`src/rtl/tray_reader_if.sv`:
```
// Bundle between the puzzle/consumer and tray_reader: puzzle-side snapshot inputs,
// the ball stream and the run status outputs.
interface tray_reader_if #(
    parameter int TRAY_W = 32,
    parameter int SIZE_W = 5
);
    logic              stopped;
    logic [TRAY_W-1:0] tray;
    logic [SIZE_W-1:0] tray_size;

    // A ball moves on a rising clk edge where ball_valid & ball_ready are both 1. Once
    // ball_valid is raised, ball_colour/index/last hold until that edge, and ball_valid
    // never depends on ball_ready.
    logic              ball_valid;
    logic              ball_ready;
    logic              ball_colour;
    logic [SIZE_W-1:0] ball_index;
    logic              ball_last;

    logic              busy;
    logic              done;
    logic              match;

    modport master (
        input  stopped, tray, tray_size, ball_ready,
        output ball_valid, ball_colour, ball_index, ball_last, busy, done, match
    );

    modport slave (
        output stopped, tray, tray_size, ball_ready,
        input  ball_valid, ball_colour, ball_index, ball_last, busy, done, match
    );
endinterface

```
`src/rtl/tray_reader.sv`:
```
// Snapshots the puzzle tray when the run stops and streams the balls out, first-landed first.
// Optional TRAY_CHECK_EN adds a registered compare against EXPECT_TRAY/EXPECT_SIZE.
module tray_reader #(
    parameter int                TRAY_W      = 32,
    parameter int                SIZE_W      = 5,
    parameter logic [TRAY_W-1:0] EXPECT_TRAY = '0,
    parameter logic [SIZE_W-1:0] EXPECT_SIZE = '0
) (
    input  logic         clk,
    input  logic         rst_n,
    tray_reader_if.master bus,
    output logic [1:0]   dbg_state_o
);

    typedef enum logic [1:0] {
        IDLE   = 2'd0,
        STREAM = 2'd1,
        DONE   = 2'd2
    } state_e;

    state_e            state_q, state_d;
    logic              stopped_q;
    logic [TRAY_W-1:0] snap_q, snap_d;
    logic [SIZE_W-1:0] size_q, size_d;
    logic [SIZE_W-1:0] idx_q, idx_d;
    logic              match_q, match_d;

    logic start;
    logic is_last;
    logic match_calc;

    assign start   = bus.stopped & ~stopped_q;
    assign is_last = (idx_q == size_q - SIZE_W'(1));

`ifdef TRAY_CHECK_EN
    logic [TRAY_W-1:0] cmp_tray;
    logic [SIZE_W-1:0] cmp_size;

    // An empty tray goes IDLE -> DONE without passing through the snapshot registers.
    assign cmp_tray = (state_q == IDLE) ? bus.tray      : snap_q;
    assign cmp_size = (state_q == IDLE) ? bus.tray_size : size_q;

    always_comb begin
        match_calc = (cmp_size == EXPECT_SIZE);
        for (int i = 0; i < TRAY_W; i++) begin
            if ((i < int'(cmp_size)) && (cmp_tray[i] != EXPECT_TRAY[i])) begin
                match_calc = 1'b0;
            end
        end
    end
`else
    logic unused_expect;
    assign unused_expect = ^{EXPECT_TRAY, EXPECT_SIZE};
    assign match_calc    = 1'b0;
`endif

    always_ff @(posedge clk) begin
        if (!rst_n) begin
            state_q   <= IDLE;
            stopped_q <= 1'b0;
            snap_q    <= '0;
            size_q    <= '0;
            idx_q     <= '0;
            match_q   <= 1'b0;
        end else begin
            state_q   <= state_d;
            stopped_q <= bus.stopped;
            snap_q    <= snap_d;
            size_q    <= size_d;
            idx_q     <= idx_d;
            match_q   <= match_d;
        end
    end

    always_comb begin
        state_d = state_q;
        snap_d  = snap_q;
        size_d  = size_q;
        idx_d   = idx_q;
        match_d = match_q;
        case (state_q)
            IDLE: begin
                if (start) begin
                    snap_d = bus.tray;
                    size_d = bus.tray_size;
                    idx_d  = '0;
                    if (bus.tray_size != '0) begin
                        state_d = STREAM;
                        match_d = 1'b0;
                    end else begin
                        state_d = DONE;
                        match_d = match_calc;
                    end
                end
            end
            STREAM: begin
                if (bus.ball_ready) begin
                    if (is_last) begin
                        state_d = DONE;
                        match_d = match_calc;
                    end else begin
                        idx_d = idx_q + SIZE_W'(1);
                    end
                end
            end
            DONE: begin
                state_d = IDLE;
            end
            default: begin
                state_d = IDLE;
            end
        endcase
    end

    // Stream outputs are forced to zero outside STREAM so idle lines never carry stale data.
    assign bus.ball_valid  = (state_q == STREAM);
    assign bus.ball_colour = bus.ball_valid & snap_q[idx_q];
    assign bus.ball_index  = bus.ball_valid ? idx_q : '0;
    assign bus.ball_last   = bus.ball_valid & is_last;
    assign bus.busy        = (state_q == STREAM);
    assign bus.done        = (state_q == DONE);
    assign bus.match       = match_q;
    assign dbg_state_o     = state_q;

endmodule

```
`src/flat_wrapper.sv`:
```
// flat-port wrapper written by rule: the top's interface ports become plain ports
module tray_reader_flat 
#(
    parameter int                TRAY_W      = 32,
    parameter int                SIZE_W      = 5,
    parameter logic [TRAY_W-1:0] EXPECT_TRAY = '0,
    parameter logic [SIZE_W-1:0] EXPECT_SIZE = '0
)
  (clk, rst_n, dbg_state_o, bus_stopped, bus_tray, bus_tray_size, bus_ball_ready, bus_ball_valid, bus_ball_colour, bus_ball_index, bus_ball_last, bus_busy, bus_done, bus_match);
  tray_reader_if #(.TRAY_W(TRAY_W), .SIZE_W(SIZE_W)) bus_i ();
  input  logic clk;
  input  logic rst_n;
  output logic [1:0] dbg_state_o;
  input wire logic [$bits(bus_i.stopped)-1:0] bus_stopped;
  input wire logic [$bits(bus_i.tray)-1:0] bus_tray;
  input wire logic [$bits(bus_i.tray_size)-1:0] bus_tray_size;
  input wire logic [$bits(bus_i.ball_ready)-1:0] bus_ball_ready;
  output wire logic [$bits(bus_i.ball_valid)-1:0] bus_ball_valid;
  output wire logic [$bits(bus_i.ball_colour)-1:0] bus_ball_colour;
  output wire logic [$bits(bus_i.ball_index)-1:0] bus_ball_index;
  output wire logic [$bits(bus_i.ball_last)-1:0] bus_ball_last;
  output wire logic [$bits(bus_i.busy)-1:0] bus_busy;
  output wire logic [$bits(bus_i.done)-1:0] bus_done;
  output wire logic [$bits(bus_i.match)-1:0] bus_match;
  assign bus_i.stopped = bus_stopped;
  assign bus_i.tray = bus_tray;
  assign bus_i.tray_size = bus_tray_size;
  assign bus_i.ball_ready = bus_ball_ready;
  assign bus_ball_valid = bus_i.ball_valid;
  assign bus_ball_colour = bus_i.ball_colour;
  assign bus_ball_index = bus_i.ball_index;
  assign bus_ball_last = bus_i.ball_last;
  assign bus_busy = bus_i.busy;
  assign bus_done = bus_i.done;
  assign bus_match = bus_i.match;
  tray_reader #(.TRAY_W(TRAY_W), .SIZE_W(SIZE_W), .EXPECT_TRAY(EXPECT_TRAY), .EXPECT_SIZE(EXPECT_SIZE)) u_core (.clk(clk), .rst_n(rst_n), .bus(bus_i), .dbg_state_o(dbg_state_o));
endmodule
```
`config.mk`:
```
export PLATFORM = sky130hd
export DESIGN_NAME = tray_reader_flat
export DESIGN_NICKNAME = d
export VERILOG_FILES = /design/src/rtl/tray_reader_if.sv /design/src/rtl/tray_reader.sv /design/src/flat_wrapper.sv
export SDC_FILE = /design/constraint.sdc
export NUM_CORES = 1
export LEC_CHECK = 0
export ABC_AREA = 1
export ABC_CLOCK_PERIOD_IN_PS = 3450
export CAP_MARGIN = 10
export CORE_MARGIN = 2
export CORE_UTILIZATION = 45
export CTS_CLUSTER_SIZE = 10
export DETAILED_ROUTE_END_ITERATION = 6
export HOLD_SLACK_MARGIN = 0.15
export PLACE_DENSITY = 0.73
export SKIP_CTS_REPAIR_TIMING = 1
export SYNTH_ARGS = -nofsm -noshare
export SYNTH_HDL_FRONTEND = slang
export SYNTH_SLANG_ARGS = --single-unit
```
`constraint.sdc`:
```
create_clock -name clk -period 3.45 [get_ports clk]
set_input_delay 0.345 -clock clk [delete_from_list [all_inputs] [get_ports clk]]
set_output_delay 0.345 -clock clk [all_outputs]
set_load 0.1 [all_outputs]
```
# [Word level (Yosys, flattened, before mapping)]
# Index checks and enable logic that the tools add are counted.
[totals] word_cells=43 in_bits=41 output_inout_bits=13 ff_bits=46
[op_classes] n_eq_ne=7 muxes=16 n_reduce_logical=7 n_addsub=2 bitwise_logic=4 order_cmp=1
[ops] cell="$mux 5" count=4
[ops] cell="$pmux 5 s2" count=1
[ops] cell="$mux 2" count=4
[ops] cell="$reduce_and 4->1" count=2
[ops] cell="$lt 5x6->1 const B" count=1
[ops] cell="$ne 2x2->1 const B" count=3
[ops] cell="$add 5x1->5 const B" count=1
[ops] cell="$bmux 1 s5" count=1
[ops] cell="$eq 5x5->1" count=1
[ops] cell="$reduce_bool 5->1" count=1
[ops] cell="$sub 5x1->5 const B" count=1
[ops] cell="$mux 1" count=4
[ops] cell="$pmux 2 s2" count=1
[ops] cell="$and 1x1->1" count=3
[ops] cell="$reduce_and 3->1" count=1
[ops] cell="$eq 2x1->1 const B" count=1
[ops] cell="$eq 2x2->1 const B" count=1
[ops] cell="$logic_not 2->1" count=1
[ops] cell="$ne 2x1->1 const B" count=1
[ops] cell="$pmux 1 s2" count=1
[ops] cell="$reduce_and 2->1" count=1
[ops] cell="$reduce_bool 2->1" count=1
[ops] cell="$not 1->1" count=1

# [Longest topological paths before layout]
[logic_depth] word_depth=5 mapped_depth=13 depth_no_buf=13

# [Least setup slack after synthesis]
# Ideal clock, no wire load.
[synth_timing] kind="reg-to-output" from="register u_core.state_q[0] (netlist: u_core.dbg_state_o[0])" to="output port bus_ball_colour" t_arrival_ns=3.428 stages_incl_launch_ff=5 slack_ns=-0.323 path_buffers=0 required_time_ns=3.105 cell_sequence="dfxtp_1 > nand2_2 > nor2_1 > nand2_1 > nand2_1"
[synth_via] elab_chain_cells=2
[synth_rtl] item="start: declaration" line="tray_reader.sv:21" text="state_e state_q, state_d;"
[synth_rtl] item="start signal: assignment" line="tray_reader.sv:66" text="state_q <= state_d;"
[synth_rtl] item="$eq 2x1->1" line="tray_reader.sv:116" text="assign bus.ball_valid = (state_q == STREAM);"
[synth_rtl] item="$and 1x1->1" line="tray_reader.sv:117" text="assign bus.ball_colour = bus.ball_valid & snap_q[idx_q];"
[synth_rtl] item="end: declaration" line="flat_wrapper.sv:19" text="output wire logic [$bits(bus_i.ball_colour)-1:0] bus_ball_colour;"
# No other way between the ends.

# [Worst setup path after layout]
[layout_timing] from="register u_core.idx_q[0]" to="output port bus_ball_last"
[layout_via] elab_chain_cells=2
[layout_rtl] item="start: declaration" line="tray_reader.sv:25" text="logic [SIZE_W-1:0] idx_q, idx_d;"
[layout_rtl] item="start signal: assignment" line="tray_reader.sv:70" text="idx_q <= idx_d;"
[layout_rtl] item="$eq 5x5->1" line="tray_reader.sv:33" text="assign is_last = (idx_q == size_q - SIZE_W'(1));"
[layout_rtl] item="$and 1x1->1" line="tray_reader.sv:119" text="assign bus.ball_last = bus.ball_valid & is_last;"
[layout_rtl] item="end: declaration" line="flat_wrapper.sv:21" text="output wire logic [$bits(bus_i.ball_last)-1:0] bus_ball_last;"
# No other way between the ends.

==> impl_metrics.env <==
export IMPL_synth_simple_area_share_pct=33.6
export IMPL_cpMostUsedCell="nand2_1"
export IMPL_hold_viol=0
export IMPL_grt_first_pass_wirelength_um=8670
export IMPL_cp_cell_sequence="inv_1, nand2_1, nand2_1, nor2_1, nand2_1, nor2_4, nand3_4, inv_1, buf_4"
export IMPL_dp_hpwl_um=3770
export IMPL_antenna_found_initial=0
export IMPL_setup_ws_ns=0.680
export IMPL_timing_fmax_ghz=0.361
export IMPL_grt_pass1_vias=2045
export IMPL_die_height_um=75.1
export IMPL_die_w_um=75.1
export IMPL_yosys_warnings=0
export IMPL_path_max_fanout=21
export IMPL_synth_adder_area_share_pct=1.10
export IMPL_synthCells=348
export IMPL_synth_area_um2=2270
export IMPL_cpPeakStageDelay_ns=0.72
export IMPL_dieArea_um2=5640
export IMPL_row_count=25
export IMPL_clkLatencyLatePin_ns=0.29
export IMPL_finalMaxSlewViolations=0
export IMPL_crit_arrival_ns=2.42
export IMPL_area_growth_synth_to_final_pct=25.7
export IMPL_synth_cell_types=26
export IMPL_cts_tree="built"
export IMPL_period_minus_slack_ns=2.77
export IMPL_drc=0
export IMPL_critPathSlowestCell="dfxtp_1"
export IMPL_clockBufferDepth=2
export IMPL_clk_pin_slew_ns=0.08
export IMPL_drive_above_1_share_pct=9.25
export IMPL_drtAntennaViolNets=0
export IMPL_crit_required_ns=3.11
export IMPL_core_area_um2=4790
export IMPL_synth_edf_count=0
export IMPL_highest_layer="met4"
export IMPL_layout_nets=432
export IMPL_muxShareOfSynthArea_pct=0
export IMPL_fin_crit_sh_pct=80.3
export IMPL_met3_length_um=223
export IMPL_grt_setup_unrepaired="no"
export IMPL_tightest_slew_ns=0.974
export IMPL_ys_top_cells_by_area="dfxtp_1, nor2_1, o21ai_0"
export IMPL_dr_pass1_iters=4
export IMPL_viasPerCell=4.81
export IMPL_drt_initial_drc_count=123
export IMPL_seq_area_frac_synth_pct=39.6
export IMPL_relSlewSlack_pct=34.9
export IMPL_synth_top_family_by_area="simple AND/OR/NAND/NOR gates"
export IMPL_overflow=0
export IMPL_synth_compound_area_share_pct=17.1
export IMPL_synth_area_leader_cell="dfxtp_1"
export IMPL_outcome="completed"
export IMPL_fin_worst_skew_ns=0.00284
export IMPL_root_buffer="clkbuf_8"
export IMPL_timing_setup_tns_ns=0
export IMPL_synth_top_area_share_pct=39.6
export IMPL_setup_viol=0
export IMPL_async_flop_share_pct=0
export IMPL_initial_core_util_pct=47.5
export IMPL_wl_met2_um=2340
export IMPL_vias=2195
export IMPL_synth_xor_area_share_pct=0
export IMPL_wire_per_inst_um=11.0
export IMPL_hold_path_class="flop to flop"
export IMPL_startpoint_type="flop"
export IMPL_gp_congestion=0.846
export IMPL_yosysMostFrequentCell="nor2_1"
export IMPL_grt_max_degree=34
export IMPL_wirelength_um=5020
export IMPL_antennaDiodeCount=0
export IMPL_synth_commonest_cells="nor2_1, o21ai_0, dfxtp_1"
export IMPL_leakage_nw=1.21
export IMPL_cts_buffers_inserted=5
export IMPL_powerDensity_nw_per_um2=473
export IMPL_syn_nets=391
export IMPL_crit_type="flop to output port"
export IMPL_clock_sinks=45
export IMPL_ir_drop_v=0.000234
export IMPL_met1Wirelength_um=2380
export IMPL_post_place_ws_ns=1.02
export IMPL_yosys_most_used_dff="dfxtp_1"
export IMPL_grt_usage_pct=19.7
export IMPL_filler_cell_count=492
export IMPL_io_pins=54
export IMPL_max_cap_violations=0
export IMPL_synth_avg_cell_area_um2=6.54
export IMPL_h_tree_depth=2
export IMPL_cp_end_kind="output port"
export IMPL_port_buffers=52
export IMPL_ys_seq_elements=45
-- per-stage QoR --
| step | hold slack, ns | util, % | instance area, um^2 | total power (W) | cells |
|---|---|---|---|---|---|
| 3_3_place_gp | 0.460 | 57.9 | 2770 | 0.00104 | 449 |
| 2_1_floorplan | 0.438 | - | 2280 | 0.000934 | 348 |
| 4_1_cts | 0.486 | 59.7 | 2860 | 0.00136 | 456 |
| 6_report | 0.483 | 59.7 | 2860 | 0.00135 | 456 |
| 5_1_grt | 0.505 | 59.7 | 2860 | 0.00144 | 456 |
| 3_5_place_dp | 0.468 | 57.9 | 2770 | 0.00104 | 449 |
-- metal layers --
| metal | vias up | GRT usage (%) |
|---|---|---|
| li1 | 1194 | - |
| met1 | 943 | 24.5 |
| met2 | 48 | 33.7 |
| met3 | 10 | 4.28 |
| met4 | 0 | 6.75 |
| met5 | - | 0 |
-- path summary, 6_finish.rpt --
check	startpoint	to	slack [ns]	cells after the start
setup / recovery	u_core.idx_q[0]$_SDFFE_PN0P_	bus_ball_last	0.68	9
hold / removal	u_core.snap_q[25]$_SDFFE_PN0P_	u_core.snap_q[25]$_SDFFE_PN0P_	0.48	2
setup reg to reg	u_core.idx_q[0]$_SDFFE_PN0P_	u_core.idx_q[3]$_SDFFE_PN0P_	1.30	11
hold reg to reg	u_core.snap_q[25]$_SDFFE_PN0P_	u_core.snap_q[25]$_SDFFE_PN0P_	0.48	2
-- cells by family (layout without fill, tap and decap cells) --
kind of cell,Yosys count,after routing
other,1,1
DFF,45,45
adders and majority gates,2,2
buffers and inverters,44,85
and+or+nand+nor,184,184
AOI/OAI and AO/OA,72,72
-- cells in the final DEF (no fill, tap or decap), types with 9 or more instances in the layout --
| cell type | synthesis | layout |
|---|---|---|
| nand3_1 | 17 | 17 |
| buf_4 | 5 | 10 |
| o21ai_1 | 10 | 10 |
| inv_2 | 9 | 9 |
| clkdlybuf4s50_1 | 0 | 44 |
| dfxtp_1 | 45 | 45 |
| inv_1 | 14 | 14 |
| nor2_1 | 115 | 114 |
| o21ai_0 | 47 | 47 |
| nand2_1 | 41 | 41 |
-- area by class of cell --
class                   instances  area [um^2]  share of cell area [%]
multi-input cells             259         1180                    41.4
well taps                      67         83.8                    2.93
repair buffers                 54          515                    18.0
inverters                      24         90.1                    3.15
flip-flops and latches         45          901                    31.5
clock buffers                   7         86.3                    3.02
-- where the power goes --
group / switching, W / internal (W)
sequential: 0.0000476 / 0.000573
clock: 0.000163 / 0.000159
combinational: 0.000261 / 0.000148
-- critical path: cells and delay by family, from the launching register on --
kind	cells	cell delay, ns
simple gates	6	0.61
flops	1	0.72
buf+inv	3	0.78
-- sequential cells by signal (all words and copies together), names as in the netlist --
name	cells
u_core.snap_q	32
u_core.stopped_q	1
u_core.size_q	5
u_core.dbg_state_o	2
u_core.idx_q	5
Power figures use the tool's default switching activity.
